## src/rtl/ps2_pkg.sv

```systemverilog
// ps2_pkg: shared types and constants for the PS/2 scancode receiver.
// Holds the frame FSM encoding, the prefix byte values and the event
// record layout {ext, brk, code} stored in the event FIFO.
package ps2_pkg;

    typedef enum logic [1:0] {
        IDLE   = 2'd0,
        DATA   = 2'd1,
        PARITY = 2'd2,
        STOP   = 2'd3
    } ps2_state_t;

    localparam logic [7:0] PS2_PFX_EXT = 8'hE0;
    localparam logic [7:0] PS2_PFX_BRK = 8'hF0;
    localparam int         PS2_EV_W    = 10;

    typedef struct packed {
        logic       ext;
        logic       brk;
        logic [7:0] code;
    } ps2_event_t;

    // Odd parity over the eight data bits plus the parity bit
    function automatic logic ps2_par_ok(input logic [7:0] d, input logic p);
        return ^{d, p};
    endfunction

endpackage

```

## src/rtl/ps2_scan_rx_if.sv

```systemverilog
// ps2_scan_rx_if: valid/ready event stream from the PS/2 receiver to the
// CPU-side consumer, plus the current event FIFO occupancy.
interface ps2_scan_rx_if #(
    parameter int FIFO_DEPTH = 8
);
    logic                              ev_valid;
    logic                              ev_ready;
    logic [7:0]                        ev_code;
    logic                              ev_ext;
    logic                              ev_brk;
    logic [$clog2(FIFO_DEPTH+1)-1:0]   ev_count;

    modport master (
        output ev_valid, ev_code, ev_ext, ev_brk, ev_count,
        input  ev_ready
    );

    modport slave (
        input  ev_valid, ev_code, ev_ext, ev_brk, ev_count,
        output ev_ready
    );
endinterface

```

## src/rtl/ps2_event_fifo.sv

```systemverilog
// ps2_event_fifo: synchronous FIFO for decoded key events. A push into a
// full FIFO is dropped (and flagged on 'drop') unless a pop happens in the
// same cycle, in which case both take effect and the count is held.
// The head output reads as zero while the FIFO is empty.
module ps2_event_fifo
    import ps2_pkg::*;
#(
    parameter int WIDTH = PS2_EV_W,
    parameter int DEPTH = 8
) (
    input  logic                           fclk,
    input  logic                           rst,
    input  logic                           push,
    input  logic [WIDTH-1:0]               din,
    input  logic                           pop,
    output logic [WIDTH-1:0]               dout,
    output logic [$clog2(DEPTH+1)-1:0]     count,
    output logic                           full,
    output logic                           empty,
    output logic                           drop
);
    localparam int AW = $clog2(DEPTH);
    localparam int CW = $clog2(DEPTH+1);

    logic [WIDTH-1:0] mem [DEPTH];
    logic [AW-1:0]    wr_ptr;
    logic [AW-1:0]    rd_ptr;
    logic             do_push;
    logic             do_pop;

    assign empty   = (count == '0);
    assign full    = (count == CW'(DEPTH));
    assign do_pop  = pop & ~empty;
    assign do_push = push & (~full | do_pop);
    assign drop    = push & full & ~do_pop;
    assign dout    = empty ? '0 : mem[rd_ptr];

    // Storage array; written only on an accepted push, never reset
    always_ff @(posedge fclk) begin
        if (do_push) begin
            mem[wr_ptr] <= din;
        end
    end

    // Pointers wrap naturally because DEPTH is a power of two
    always_ff @(posedge fclk or negedge rst) begin
        if (!rst) begin
            wr_ptr <= '0;
            rd_ptr <= '0;
            count  <= '0;
        end else begin
            if (do_push) begin
                wr_ptr <= wr_ptr + AW'(1);
            end
            if (do_pop) begin
                rd_ptr <= rd_ptr + AW'(1);
            end
            count <= count + CW'(do_push) - CW'(do_pop);
        end
    end

endmodule

```

## src/rtl/ps2_scan_rx.sv

```systemverilog
// ps2_scan_rx: PS/2 keyboard receiver. Synchronises the raw PS/2 pins,
// deframes 11-bit frames on ps2_clk falling edges, folds E0/F0 prefixes
// into one event per key and queues events in ps2_event_fifo.
// Optional feature macro: PS2_TIMEOUT_EN adds a watchdog that abandons a
// partial frame after TIMEOUT_CYC fclk cycles without a ps2_clk fall.
module ps2_scan_rx
    import ps2_pkg::*;
#(
    parameter int FIFO_DEPTH  = 8,
    parameter int SYNC_STAGES = 2,
    parameter int TIMEOUT_CYC = 50000
) (
    input  logic              fclk,
    input  logic              rst,
    input  logic              ps2_clk,
    input  logic              ps2_data,
    ps2_scan_rx_if.master     ev,
    output logic              err_par,
    output logic              err_frm,
    output logic              ovf
);
    localparam int CW = $clog2(FIFO_DEPTH+1);

    if (FIFO_DEPTH < 2 || (FIFO_DEPTH & (FIFO_DEPTH - 1)) != 0) begin : g_bad_depth
        $error("ps2_scan_rx: FIFO_DEPTH must be a power of two and at least 2");
    end
    if (SYNC_STAGES < 2) begin : g_bad_sync
        $error("ps2_scan_rx: SYNC_STAGES must be at least 2");
    end
    if (TIMEOUT_CYC < 2) begin : g_bad_timeout
        $error("ps2_scan_rx: TIMEOUT_CYC must be at least 2");
    end

    logic [SYNC_STAGES-1:0] clk_sync;
    logic [SYNC_STAGES-1:0] dat_sync;
    logic                   clk_prev;
    logic                   clk_cur;
    logic                   din;
    logic                   fall;

    ps2_state_t state, state_nx;
    logic [2:0] bit_cnt, bit_cnt_nx;
    logic [7:0] sh, sh_nx;
    logic       par_ok, par_ok_nx;
    logic       byte_vld, byte_vld_nx;
    logic       err_par_nx;
    logic       err_frm_q, err_frm_nx;
    logic       wd_hit;

    logic       ext_f;
    logic       brk_f;
    logic       push;
    ps2_event_t push_ev;
    ps2_event_t head_ev;
    logic [PS2_EV_W-1:0] fifo_dout;
    logic [CW-1:0]       fifo_count;
    logic                fifo_full;
    logic                fifo_empty;
    logic                fifo_drop;

    // Pin synchronisers; idle-high reset so leaving reset never fakes a fall
    always_ff @(posedge fclk or negedge rst) begin
        if (!rst) begin
            clk_sync <= '1;
            dat_sync <= '1;
            clk_prev <= 1'b1;
        end else begin
            clk_sync <= {clk_sync[SYNC_STAGES-2:0], ps2_clk};
            dat_sync <= {dat_sync[SYNC_STAGES-2:0], ps2_data};
            clk_prev <= clk_sync[SYNC_STAGES-1];
        end
    end

    assign clk_cur = clk_sync[SYNC_STAGES-1];
    assign din     = dat_sync[SYNC_STAGES-1];
    assign fall    = clk_prev & ~clk_cur;

`ifdef PS2_TIMEOUT_EN
    localparam int WD_W = $clog2(TIMEOUT_CYC);
    logic [WD_W-1:0] wd;

    // Watchdog: counts idle fclk cycles inside a frame, restarts on each fall
    always_ff @(posedge fclk or negedge rst) begin
        if (!rst) begin
            wd <= '0;
        end else if (fall || state == IDLE || wd_hit) begin
            wd <= '0;
        end else begin
            wd <= wd + WD_W'(1);
        end
    end

    assign wd_hit = (state != IDLE) && !fall && (wd == WD_W'(TIMEOUT_CYC - 1));
`else
    assign wd_hit = 1'b0;
`endif

    // Frame FSM registers and the one-cycle status pulses
    always_ff @(posedge fclk or negedge rst) begin
        if (!rst) begin
            state     <= IDLE;
            bit_cnt   <= '0;
            sh        <= '0;
            par_ok    <= 1'b0;
            byte_vld  <= 1'b0;
            err_par   <= 1'b0;
            err_frm_q <= 1'b0;
        end else begin
            state     <= state_nx;
            bit_cnt   <= bit_cnt_nx;
            sh        <= sh_nx;
            par_ok    <= par_ok_nx;
            byte_vld  <= byte_vld_nx;
            err_par   <= err_par_nx;
            err_frm_q <= err_frm_nx;
        end
    end

    // Frame FSM next state: advances only on a synchronised ps2_clk fall
    always_comb begin
        state_nx    = state;
        bit_cnt_nx  = bit_cnt;
        sh_nx       = sh;
        par_ok_nx   = par_ok;
        byte_vld_nx = 1'b0;
        err_par_nx  = 1'b0;
        err_frm_nx  = 1'b0;
        if (fall) begin
            unique case (state)
                IDLE: begin
                    if (!din) begin
                        state_nx   = DATA;
                        bit_cnt_nx = '0;
                    end
                end
                DATA: begin
                    sh_nx[bit_cnt] = din;
                    if (bit_cnt == 3'd7) begin
                        state_nx = PARITY;
                    end else begin
                        bit_cnt_nx = bit_cnt + 3'd1;
                    end
                end
                PARITY: begin
                    par_ok_nx = ps2_par_ok(sh, din);
                    state_nx  = STOP;
                end
                STOP: begin
                    byte_vld_nx = din & par_ok;
                    err_frm_nx  = ~din;
                    err_par_nx  = ~par_ok;
                    state_nx    = IDLE;
                end
                default: state_nx = IDLE;
            endcase
        end else if (wd_hit) begin
            state_nx = IDLE;
        end
    end

    assign err_frm = err_frm_q | wd_hit;

    // Prefix decoder: E0/F0 set sticky flags that attach to the next real byte
    always_ff @(posedge fclk or negedge rst) begin
        if (!rst) begin
            ext_f <= 1'b0;
            brk_f <= 1'b0;
        end else if (wd_hit) begin
            ext_f <= 1'b0;
            brk_f <= 1'b0;
        end else if (byte_vld) begin
            if (sh == PS2_PFX_EXT) begin
                ext_f <= 1'b1;
            end else if (sh == PS2_PFX_BRK) begin
                brk_f <= 1'b1;
            end else begin
                ext_f <= 1'b0;
                brk_f <= 1'b0;
            end
        end
    end

    assign push         = byte_vld && (sh != PS2_PFX_EXT) && (sh != PS2_PFX_BRK);
    assign push_ev.ext  = ext_f;
    assign push_ev.brk  = brk_f;
    assign push_ev.code = sh;

    ps2_event_fifo #(
        .WIDTH (PS2_EV_W),
        .DEPTH (FIFO_DEPTH)
    ) u_fifo (
        .fclk  (fclk),
        .rst   (rst),
        .push  (push),
        .din   (push_ev),
        .pop   (ev.ev_ready),
        .dout  (fifo_dout),
        .count (fifo_count),
        .full  (fifo_full),
        .empty (fifo_empty),
        .drop  (fifo_drop)
    );

    assign head_ev     = ps2_event_t'(fifo_dout);
    assign ev.ev_valid = ~fifo_empty;
    assign ev.ev_code  = head_ev.code;
    assign ev.ev_ext   = head_ev.ext;
    assign ev.ev_brk   = head_ev.brk;
    assign ev.ev_count = fifo_count;

    // Overflow flag: sticky once an event is lost, cleared only by reset
    always_ff @(posedge fclk or negedge rst) begin
        if (!rst) begin
            ovf <= 1'b0;
        end else if (fifo_drop) begin
            ovf <= 1'b1;
        end
    end

    logic unused_full;
    assign unused_full = fifo_full;

endmodule
```

## src/flat_wrapper.sv

```systemverilog
// flat-port wrapper written by rule: the top's interface ports become plain ports
module ps2_scan_rx_flat import ps2_pkg::*;
#(
    parameter int FIFO_DEPTH  = 8,
    parameter int SYNC_STAGES = 2,
    parameter int TIMEOUT_CYC = 50000
)
  (fclk, rst, ps2_clk, ps2_data, err_par, err_frm, ovf, ev_ev_valid, ev_ev_code, ev_ev_ext, ev_ev_brk, ev_ev_count, ev_ev_ready);
  ps2_scan_rx_if #(.FIFO_DEPTH(FIFO_DEPTH)) ev_i ();
  input  logic fclk;
  input  logic rst;
  input  logic ps2_clk;
  input  logic ps2_data;
  output logic err_par;
  output logic err_frm;
  output logic ovf;
  output wire logic [$bits(ev_i.ev_valid)-1:0] ev_ev_valid;
  output wire logic [$bits(ev_i.ev_code)-1:0] ev_ev_code;
  output wire logic [$bits(ev_i.ev_ext)-1:0] ev_ev_ext;
  output wire logic [$bits(ev_i.ev_brk)-1:0] ev_ev_brk;
  output wire logic [$bits(ev_i.ev_count)-1:0] ev_ev_count;
  input wire logic [$bits(ev_i.ev_ready)-1:0] ev_ev_ready;
  assign ev_ev_valid = ev_i.ev_valid;
  assign ev_ev_code = ev_i.ev_code;
  assign ev_ev_ext = ev_i.ev_ext;
  assign ev_ev_brk = ev_i.ev_brk;
  assign ev_ev_count = ev_i.ev_count;
  assign ev_i.ev_ready = ev_ev_ready;
  ps2_scan_rx #(.FIFO_DEPTH(FIFO_DEPTH), .SYNC_STAGES(SYNC_STAGES), .TIMEOUT_CYC(TIMEOUT_CYC)) u_core (.fclk(fclk), .rst(rst), .ps2_clk(ps2_clk), .ps2_data(ps2_data), .ev(ev_i), .err_par(err_par), .err_frm(err_frm), .ovf(ovf));
endmodule
```

## config.mk

```make
export PLATFORM = sky130hd
export DESIGN_NAME = ps2_scan_rx_flat
export DESIGN_NICKNAME = d
export VERILOG_FILES = /design/src/rtl/ps2_pkg.sv /design/src/rtl/ps2_scan_rx_if.sv /design/src/rtl/ps2_event_fifo.sv /design/src/rtl/ps2_scan_rx.sv /design/src/flat_wrapper.sv
export SDC_FILE = /design/constraint.sdc
export NUM_CORES = 1
export LEC_CHECK = 0
export ABC_AREA = 0
export CORE_MARGIN = 2
export CORE_UTILIZATION = 30
export CTS_CLUSTER_SIZE = 14
export DETAILED_ROUTE_END_ITERATION = 7
export SYNTH_ARGS = -nofsm -noshare
export SYNTH_HDL_FRONTEND = slang
export SYNTH_SLANG_ARGS = --single-unit
```

## constraint.sdc

```tcl
create_clock -name fclk -period 3.8 [get_ports fclk]
set_input_delay 0.57 -clock fclk [delete_from_list [all_inputs] [get_ports fclk]]
set_output_delay 0.57 -clock fclk [all_outputs]
set_load 0.02 [all_outputs]
```

### Word-level counts from Yosys, hierarchy flattened

Memory sizes are Yosys's and may differ from the RTL's.
Index checks and enable logic that the tools add are counted.

| cells by class | value |
|---|---|
| bitwise logic cells | 14 |
| order comparisons | 2 |
| divide/modulo/power cells | 0 |
| $mul | 0 |
| reductions and logical operators | 13 |
| shift-type cells | 0 |
| multiplexer cells | 21 |
| $add $sub $neg | 5 |
| equality and inequality tests | 13 |

Operator list:

| cell | count |
|---|---|
| $eq A8 B8 Y1 const B | 2 |
| $ne A8 B8 Y1 const B | 2 |
| $mux W1 | 12 |
| $mux W10 | 1 |
| $add A3 B1 Y3 const B | 3 |
| $reduce_xor A9 Y1 | 1 |
| $bwmux W8 | 1 |
| $pmux W2 S4 | 1 |
| $reduce_and A2 Y1 | 4 |
| $not A1 Y1 | 7 |
| $and A1 B1 Y1 | 6 |
| $mux W3 | 2 |
| $pmux W3 S2 | 1 |
| $add A4 B1 Y4 | 1 |
| $eq A2 B2 Y1 const B | 2 |
| $eq A4 B4 Y1 const B | 1 |
| $logic_not A4 Y1 | 1 |
| $lt A3 B4 Y1 const B | 1 |
| $mux W2 | 2 |
| $ne A2 B1 Y1 const B | 2 |
| $ne A2 B2 Y1 const B | 2 |
| $reduce_and A4 Y1 | 1 |
| $sub A4 B1 Y4 | 1 |
| $demux W1 S3 | 1 |
| 8 further kinds | 10 |

| word-level totals | value |
|---|---|
| output and inout bits | 18 |
| bits in latches | 0 |
| register bits after elaboration | 35 |
| logic and storage cells | 85 |
| memories | 1 |
| input bits | 5 |
| bits in read-only memories | 0 |
| memory bits (writable) | 80 |

Memory list:

| name | depth | width | rd ports | clocked after Yosys merged registers in | write ports | RTL line | RTL |
|---|---|---|---|---|---|---|---|
| u_core.u_fifo.mem | 8 | 10 | 1 | 0 | 1 | ps2_event_fifo.sv:25 | `logic [WIDTH-1:0] mem [DEPTH];` |

### Longest topological paths before layout

Gate-level depths: netlist of run 1.

| depth | value |
|---|---|
| depth in word-level cells | 7 |
| depth in mapped cells | 10 |
| depth with buffers taken out | 10 |

### Hierarchy

A second synthesis of run 1 with hierarchy kept.

| unflattened totals | value |
|---|---|
| cell total of the unflattened synthesis | 269 |
| area, all modules | 4765.8 µm² |

Modules (own cells, without submodules):

| module | cells each | times used | area an instance (µm²) | sequential area each (µm²) |
|---|---|---|---|---|
| ps2_event_fifo | 176 | 1 | 3616.0 | 2652.5 |
| ps2_scan_rx | 93 | 1 | 1149.9 | 631.9 |

### Worst setup path after synthesis of run 1

No wires, ideal clock.

| timing | value |
|---|---|
| path type | register to register |
| start | register u_core.u_fifo.count[2] |
| end | memory u_core.u_fifo.mem[5][0] (netlist bit), enable pin |
| period minus slack after synthesis | 2330 ps |
| data arrival time | 1940 ps |
| stages on the path, launching flop included | 7 |
| library setup time | 390 ps |
| required time | 3410 ps |
| slack | 1470 ps |
| path buffers | 0 |
| cells stage by stage | dfrtp_1 > inv_1 > ha_1 > nand2b_1 > nand3_1 > nand3_1 > nor3_1 |

| between the ends | value |
|---|---|
| word-level cells in the longest chain between the ends | 7 |
| elaborated cells between the ends (all ways) | 9 |
| classes of those cells | eq/ne: 1; mux: 2; bitwise: 5; reduce/logical: 1 |

RTL lines:

| what | RTL line | RTL |
|---|---|---|
| from (decl) | ps2_event_fifo.sv:17 | `output logic [$clog2(DEPTH+1)-1:0] count,` |
| from (signal assigned) | ps2_event_fifo.sv:58 | `count <= count + CW'(do_push) - CW'(do_pop);` |
| $logic_not A4 Y1 | ps2_event_fifo.sv:31 | `assign empty = (count == '0);` |
| $not A1 Y1 | ps2_event_fifo.sv:33 | `assign do_pop = pop & ~empty;` |
| $and A1 B1 Y1 | ps2_event_fifo.sv:33 |  |
| $or A1 B1 Y1 * | ps2_event_fifo.sv:34 | `assign do_push = push & (~full \| do_pop);` |
| $and A1 B1 Y1 * | ps2_event_fifo.sv:34 |  |
| $mux W1 * | ps2_event_fifo.sv:40 | `if (do_push) begin` |
| $mux W1 (not written as such) * | ps2_event_fifo.sv:41 | `mem[wr_ptr] <= din;` |
| to (decl) | ps2_event_fifo.sv:25 |  |

Mark *: on every way between the ends. The rest lies on a longest branch, timed or not.

### Final worst setup path of run 1

| timing | value |
|---|---|
| start | register u_core.u_fifo.rd_ptr[0] |
| end | output ev_ev_code[1] |

| between the ends | value |
|---|---|
| word-level cells in the longest chain between the ends | 2 |

RTL lines:

| what | RTL line | RTL |
|---|---|---|
| from (decl) | ps2_event_fifo.sv:27 | `logic [AW-1:0] rd_ptr;` |
| from (signal assigned) | ps2_event_fifo.sv:56 | `rd_ptr <= rd_ptr + AW'(1);` |
| $mem_v2 Z8 W10 | n/a |  |
| $mux W10 | ps2_event_fifo.sv:36 | `assign dout = empty ? '0 : mem[rd_ptr];` |
| to (decl) | flat_wrapper.sv:18 | `output wire logic [$bits(ev_i.ev_code)-1:0] ev_ev_code;` |

Every way passes these cells.

==> results of run 1 <==
-- placed cells by master, fill, tap and decap left out, drive strengths merged, types with 2 or more instances in the layout --
master	n
clkinv	7
ha	13
inv	12
nor2b	2
xor2	3
mux4	20
and2	2
nor2	23
dfstp	5
mux2i	14
xnor2	9
nand3b	2
clkbuf	18
edfxtp	80
nor3	6
a21oi	3
mux2	13
nand2	10
buf	11
dfrtp	30
bufinv	4
clkdlybuf4s50	21
nand3	11
-- synth_stat cells (all sizes together) --
master / count
edfxtp: 80
ha: 13
or4: 1
dfrtp: 30
or3b: 1
o41a: 1
o211ai: 1
fa: 1
nand4b: 1
mux2i: 14
buf: 3
dfstp: 5
nand2b: 1
nor2b: 2
nand3b: 2
and2: 2
xor2: 3
inv: 10
nand2: 10
mux4: 20
a21oi: 3
a21o: 1
mux2: 13
nor3: 6
xnor2: 9
o21bai: 1
a21boi: 1
nor2: 23
xnor3: 1
o21ai: 1
clkbuf: 5
nand3: 11
-- critical path: stages (launching register included) --
cell and delay [ps]:
dfrtp_1 420, buf_4 390, mux4_2 540, mux2i_1 220, nor2_1 60, clkdlybuf4s50_1 550
-- layout make-up --
| class | count | area (sq um) | area share, % |
|---|---|---|---|
| Multi-Input combinational cell | 143 | 1400 | 23.7 |
| Tap cell | 216 | 270 | 4.59 |
| Timing Repair Buffer | 32 | 290 | 4.93 |
| Clock buffer | 18 | 429 | 7.28 |
| Inverter | 10 | 37.5 | 0.637 |
| Sequential cell | 115 | 3280 | 55.7 |
| Clock inverter | 14 | 185 | 3.14 |
-- final timing paths --
kind | from | end | slack [ps]
max | u_core.u_fifo.rd_ptr[0] | ev_ev_code[1] | 620
min | rst | u_core.bit_cnt[0] | 260
max reg2reg | u_core.u_fifo.count[2] | u_core.u_fifo.count[1] | 1270
min reg2reg | u_core.clk_sync[0] | u_core.clk_sync[1] | 350
max in group asynchronous | rst | u_core.brk_f | 3030
min in group fclk | u_core.clk_sync[0] | u_core.clk_sync[1] | 350
-- logic make-up after synthesis --
family	Yosys count
compound gates	9
xor+xnor	13
fa+ha+maj	14
buf+inv	18
flops	115
mux	47
simple gates	60
-- per-stage QoR --
stage          total power [W]  util (%)  hold slack (ps)  setup slack [ps]  cell area, sq um
3_5_place_dp           0.00280      33.6              348               963              5280
4_1_cts                0.00446      37.5              271               525              5890
6_report               0.00439      37.5              256               621              5890
5_1_grt                0.00463      37.5              306               398              5890
2_1_floorplan          0.00242         -              274              1470              4760
3_3_place_gp           0.00278      33.6              346               992              5280
-- state kept, by name, indices dropped and copies added (netlist names), 2 cells and up --
| register | count |
|---|---|
| u_core.u_fifo.wr_ptr | 3 |
| u_core.clk_sync | 2 |
| u_core.u_fifo.mem | 80 |
| u_core.state | 2 |
| u_core.dat_sync | 2 |
| u_core.sh | 8 |
| u_core.bit_cnt | 3 |
| u_core.u_fifo.rd_ptr | 3 |
| u_core.u_fifo.count | 4 |
-- where the power goes --
| part | internal [W] | switching [W] |
|---|---|---|
| Combinational | 0.000557 | 0.000525 |
| Clock | 0.00109 | 0.000548 |
| Sequential | 0.00149 | 0.000178 |
-- metal layers --
metal | GRT usage (%) | routed length, microns | up-vias
met2 | 19.2 | 4380 | 38
met4 | 4.55 | 87 | 0
met5 | 0 | 0 | -
met1 | 13.1 | 3800 | 1243
li1 | - | - | 1133
met3 | 4.31 | 311 | 8
==> impl_metrics.csv, run 1 <==
group,metric,value,unit
synth,yosysWarnings,0,
timing,slew_viol_final,0,
synth,netlist_area,4760,sq um
synth,ys_seq_area_share,69.0,%
cts,cts_sinks,115,
power_and_ir_drop,p_leak,2.25,nW
synth,synth_top_area_share,50.5,%
flow_run,drv_cap,0,
timing,period_minus_slack,3180,ps
floorplanning,ios,23,
synth,yosys.area_share.simple,6.05,%
global_routing,gr-total-overflow,0,
floorplanning,die-area,16900,sq um
cells_and_area,fillCellCount,1455,
placed_design,dp.cells,516,
cts,clk_pin_slew_worst_paths,50,ps
global_routing,grt_max_degree,36,
timing,fmax,0.315,GHz
placed_design,dp_hpwl,5.22,mm
power_and_ir_drop,ir_worst_vdd,0.378,mV
cts,cts.path.max_buffers,2,
cells_and_area,final_cells,548,
cells_and_area,antennaDiodeCount,0,
synth,synth_fa_ha_area_share,3.84,%
route,wl_per_cell,15.6,microns
cts,post_cts_buffers,0,
synth,synth_compound_area_share,1.29,%
synth,synth_top_cells_by_area,"edfxtp_1 50%, dfrtp_1 16%, mux4_2 9.5%, ha_1 3.4%, mux2i_1 2.9%",
critical_path,crit_fanout,19,
route,first_pass_iters,4,
worst_hold_path,hold_path_class,"in -> async",
global_routing,grt_pass1_vias,2580,
critical_path,critPathLaunchType,"flop",
route,routed_wl,8.57,mm
cells_and_area,fin_nets,338,
global_routing,grt_pass1_wl,13.7,mm
power_and_ir_drop,powerDensity,746,nW/um^2
run_status,status,"complete, no violations",
synth,netlist_instances,276,
cts,cts_buffers,17,
synth,synth.area.mux_share,15.5,%
floorplanning,start_util,30.3,%
global_routing,grt_use_total,11.4,%
synth,synth_top_area_cell,"edfxtp_1",
cells_and_area,drive_above_1_share,23.8,%
placed_design,portBuffers,22,
placed_design,gp_congestion,0.681,
critical_path,critPathKind,"reg -> out",
synth,syn_nets,295,
critical_path,cp.arrival,2610,ps
critical_path,cp-end-kind,"output pin",
cts,clk_latency,400,ps
floorplanning,die_h,130,microns
route,drcViolationCount,0,
timing,fin_setup_tns,0,ps
global_routing,antenna_found_initial,0,
floorplanning,rows,46,
critical_path,cp.required,3230,ps
timing,hold_viol,0,
route,vias,2422,
synth,syn_area_per_cell,17.2,sq um
synth,ys_types,35,
cells_and_area,area_growth_syn_to_layout,23.9,%
timing,fin_skew,7.76,ps
timing,slew_headroom,46.6,%
timing,tightest_slew,800,ps
timing,min_period_over_period,83.7,%
critical_path,worstRegToRegCells,8,
timing,final-setup-viol-count,0,
route,ant_nets,0,
synth,ys_seq_elements,115,
synth,synth_top_family_by_area,"multiplexers",
cts,htreeDepth,4,
route,viasPerCell,4.42,
route,drt_iter0_drc,172,
cts,cts_resized,0,
timing,grt_setup_unrepaired,"no",
cts,ctsHoldBuffers,0,
synth,synth_xor_area_share,2.68,%
cts,cts_tree,"built",
cts,root_buffer,"clkbuf_16",
floorplanning,core-area,15700,sq um
floorplanning,die_x,130,microns
Note: power is estimated with default switching activity, not from simulation.
==> inputs of run 2 (changes only) <==
Clock period 3.8 ns to 3.25 ns, I/O delays scaled along.
==> impl_metrics.csv, run 2 (same netlist as run 1, synthesis figures left out) <==
group,metric,value,unit
cells_and_area,antennaDiodeCount,0,
route,ant_nets,0,
cts,cts_tree,"built",
cells_and_area,final_cells,549,
global_routing,grt_pass1_wl,14.1,mm
cts,post_cts_buffers,0,
critical_path,cp-end-kind,"output pin",
cts,ctsHoldBuffers,0,
placed_design,dp_hpwl,5.23,mm
timing,tightest_slew,784,ps
global_routing,grt_use_total,11.6,%
critical_path,cp-startpoint,"u_core.u_fifo.rd_ptr[0]",
cts,cts_sinks,115,
cells_and_area,top_register,"u_core.u_fifo.mem",
critical_path,reg2reg_slack,840,ps
cts,cts_buffers,17,
cts,cts.path.max_buffers,2,
global_routing,grt_pass1_vias,2644,
flow_run,drv_cap,0,
cts,clk_pin_slew_worst_paths,50,ps
route,vias,2437,
timing,fmax,0.334,GHz
timing,slew_viol_final,0,
cells_and_area,drive_above_1_share,24.6,%
timing,min_period_over_period,92.1,%
cells_and_area,mostFrequentLayoutCells,"80 x edfxtp_1, 30 x dfrtp_1, 23 x nor2_1",
placed_design,gp_congestion,0.678,
route,wl_per_cell,15.6,microns
placed_design,dp.cells,517,
run_status,status,"complete, no violations",
route,viasPerCell,4.44,
cells_and_area,largest_reg_flops,80,
cts,root_buffer,"clkbuf_16",
floorplanning,die_x,130,microns
route,drcViolationCount,0,
cells_and_area,largestRegisters,"u_core.u_fifo.mem x80, u_core.sh x8, u_core.u_fifo.count x4",
cells_and_area,mostFrequentLayoutCell,"edfxtp_1",
placed_design,portBuffers,22,
power_and_ir_drop,powerDensity,850,nW/um^2
critical_path,critPathKind,"reg -> out",
route,first_pass_iters,4,
worst_hold_path,hold_path_class,"in -> async",
cells_and_area,area_growth_syn_to_layout,23.2,%
global_routing,gr-total-overflow,0,
timing,final-setup-viol-count,0,
timing,fin_setup_tns,0,ps
timing,fin_skew,13.9,ps
cts,clk_latency,410,ps
cells_and_area,final_core_util,37.3,%
timing,slew_headroom,47.8,%
critical_path,timing.rr.start,"u_core.sh[3]",
floorplanning,ios,23,
floorplanning,start_util,30.3,%
cells_and_area,fillCellCount,1461,
critical_path,crit_fanout,19,
timing,hold_viol,0,
timing,period_minus_slack,2990,ps
route,drt_iter0_drc,178,
cells_and_area,seq_area,3280,sq um
critical_path,critPathLaunchType,"flop",
route,routed_wl,8.54,mm
timing,grt_setup_unrepaired,"no",
cells_and_area,fin_nets,339,
critical_path,cp.required,2760,ps
power_and_ir_drop,p_leak,2.22,nW
cts,cts_resized,0,
floorplanning,rows,46,
cts,htreeDepth,4,
floorplanning,die_h,130,microns
floorplanning,core-area,15700,sq um
global_routing,antenna_found_initial,0,
critical_path,cp.arrival,2500,ps
power_and_ir_drop,ir_worst_vdd,0.411,mV
floorplanning,die-area,16900,sq um
global_routing,grt_max_degree,36,
cells_and_area,multi_input_area,1400,sq um
[run 2: changes by cell type in the layout (fill, tap and decap cells not counted), moves of 2 or more]
cell        delta
bufinv_16      -3
clkinv_1       -2
clkinv_4       +2
clkinvlp_4     +3
[run 2: per-stage QoR]
step | worst slack, ps | hold WS (ps) | power [W] | cell area [sq um]
after detailed placement | 686 | 348 | 0.00331 | 5300
after global placement | 713 | 346 | 0.00328 | 5300
final | 258 | 153 | 0.00498 | 5860
after global routing | 146 | 210 | 0.00527 | 5860
after floorplan | 920 | 192 | 0.00283 | 4760
after CTS | 221 | 185 | 0.00506 | 5860
[run 2: area by class of cell]
cell class,instances,area share (%)
Clock buffer,18,7.32
Clock inverter,14,2.24
Inverter,10,0.641
Multi-Input combinational cell,143,23.8
Sequential cell,115,56.1
Tap cell,216,4.61
Timing Repair Buffer,33,5.30
[run 2: layer usage]
metal	part of all wire, %	global-route usage (%)
met3	3.9	3.65
met5	0	0
met1	44	13.9
met4	3.1	6.51
met2	49	18.5
[run 2: worst paths after layout]
| kind | end | cells after the start |
|---|---|---|
| min in group fclk | u_core.clk_sync[1] | 0 |
| min | u_core.state[0] | 1 |
| max | ev_ev_code[1] | 5 |
| min reg2reg | u_core.clk_sync[1] | 0 |
| max reg2reg | u_core.u_fifo.count[3] | 8 |
| max in group asynchronous | u_core.ext_f | 1 |
[run 2: worst max-delay path, stage by stage (launching register included)]
cell and delay (ps):
dfrtp_1 470, buf_12 240, mux4_2 530, mux2i_1 250, nor2_1 60, clkdlybuf4s50_1 540
[run 2: power breakdown]
group          total, W  switching [W]  internal [W]
Combinational   0.00129       0.000620      0.000674
Clock           0.00173       0.000679       0.00106
Sequential      0.00196       0.000209       0.00175
Total           0.00498        0.00151       0.00348
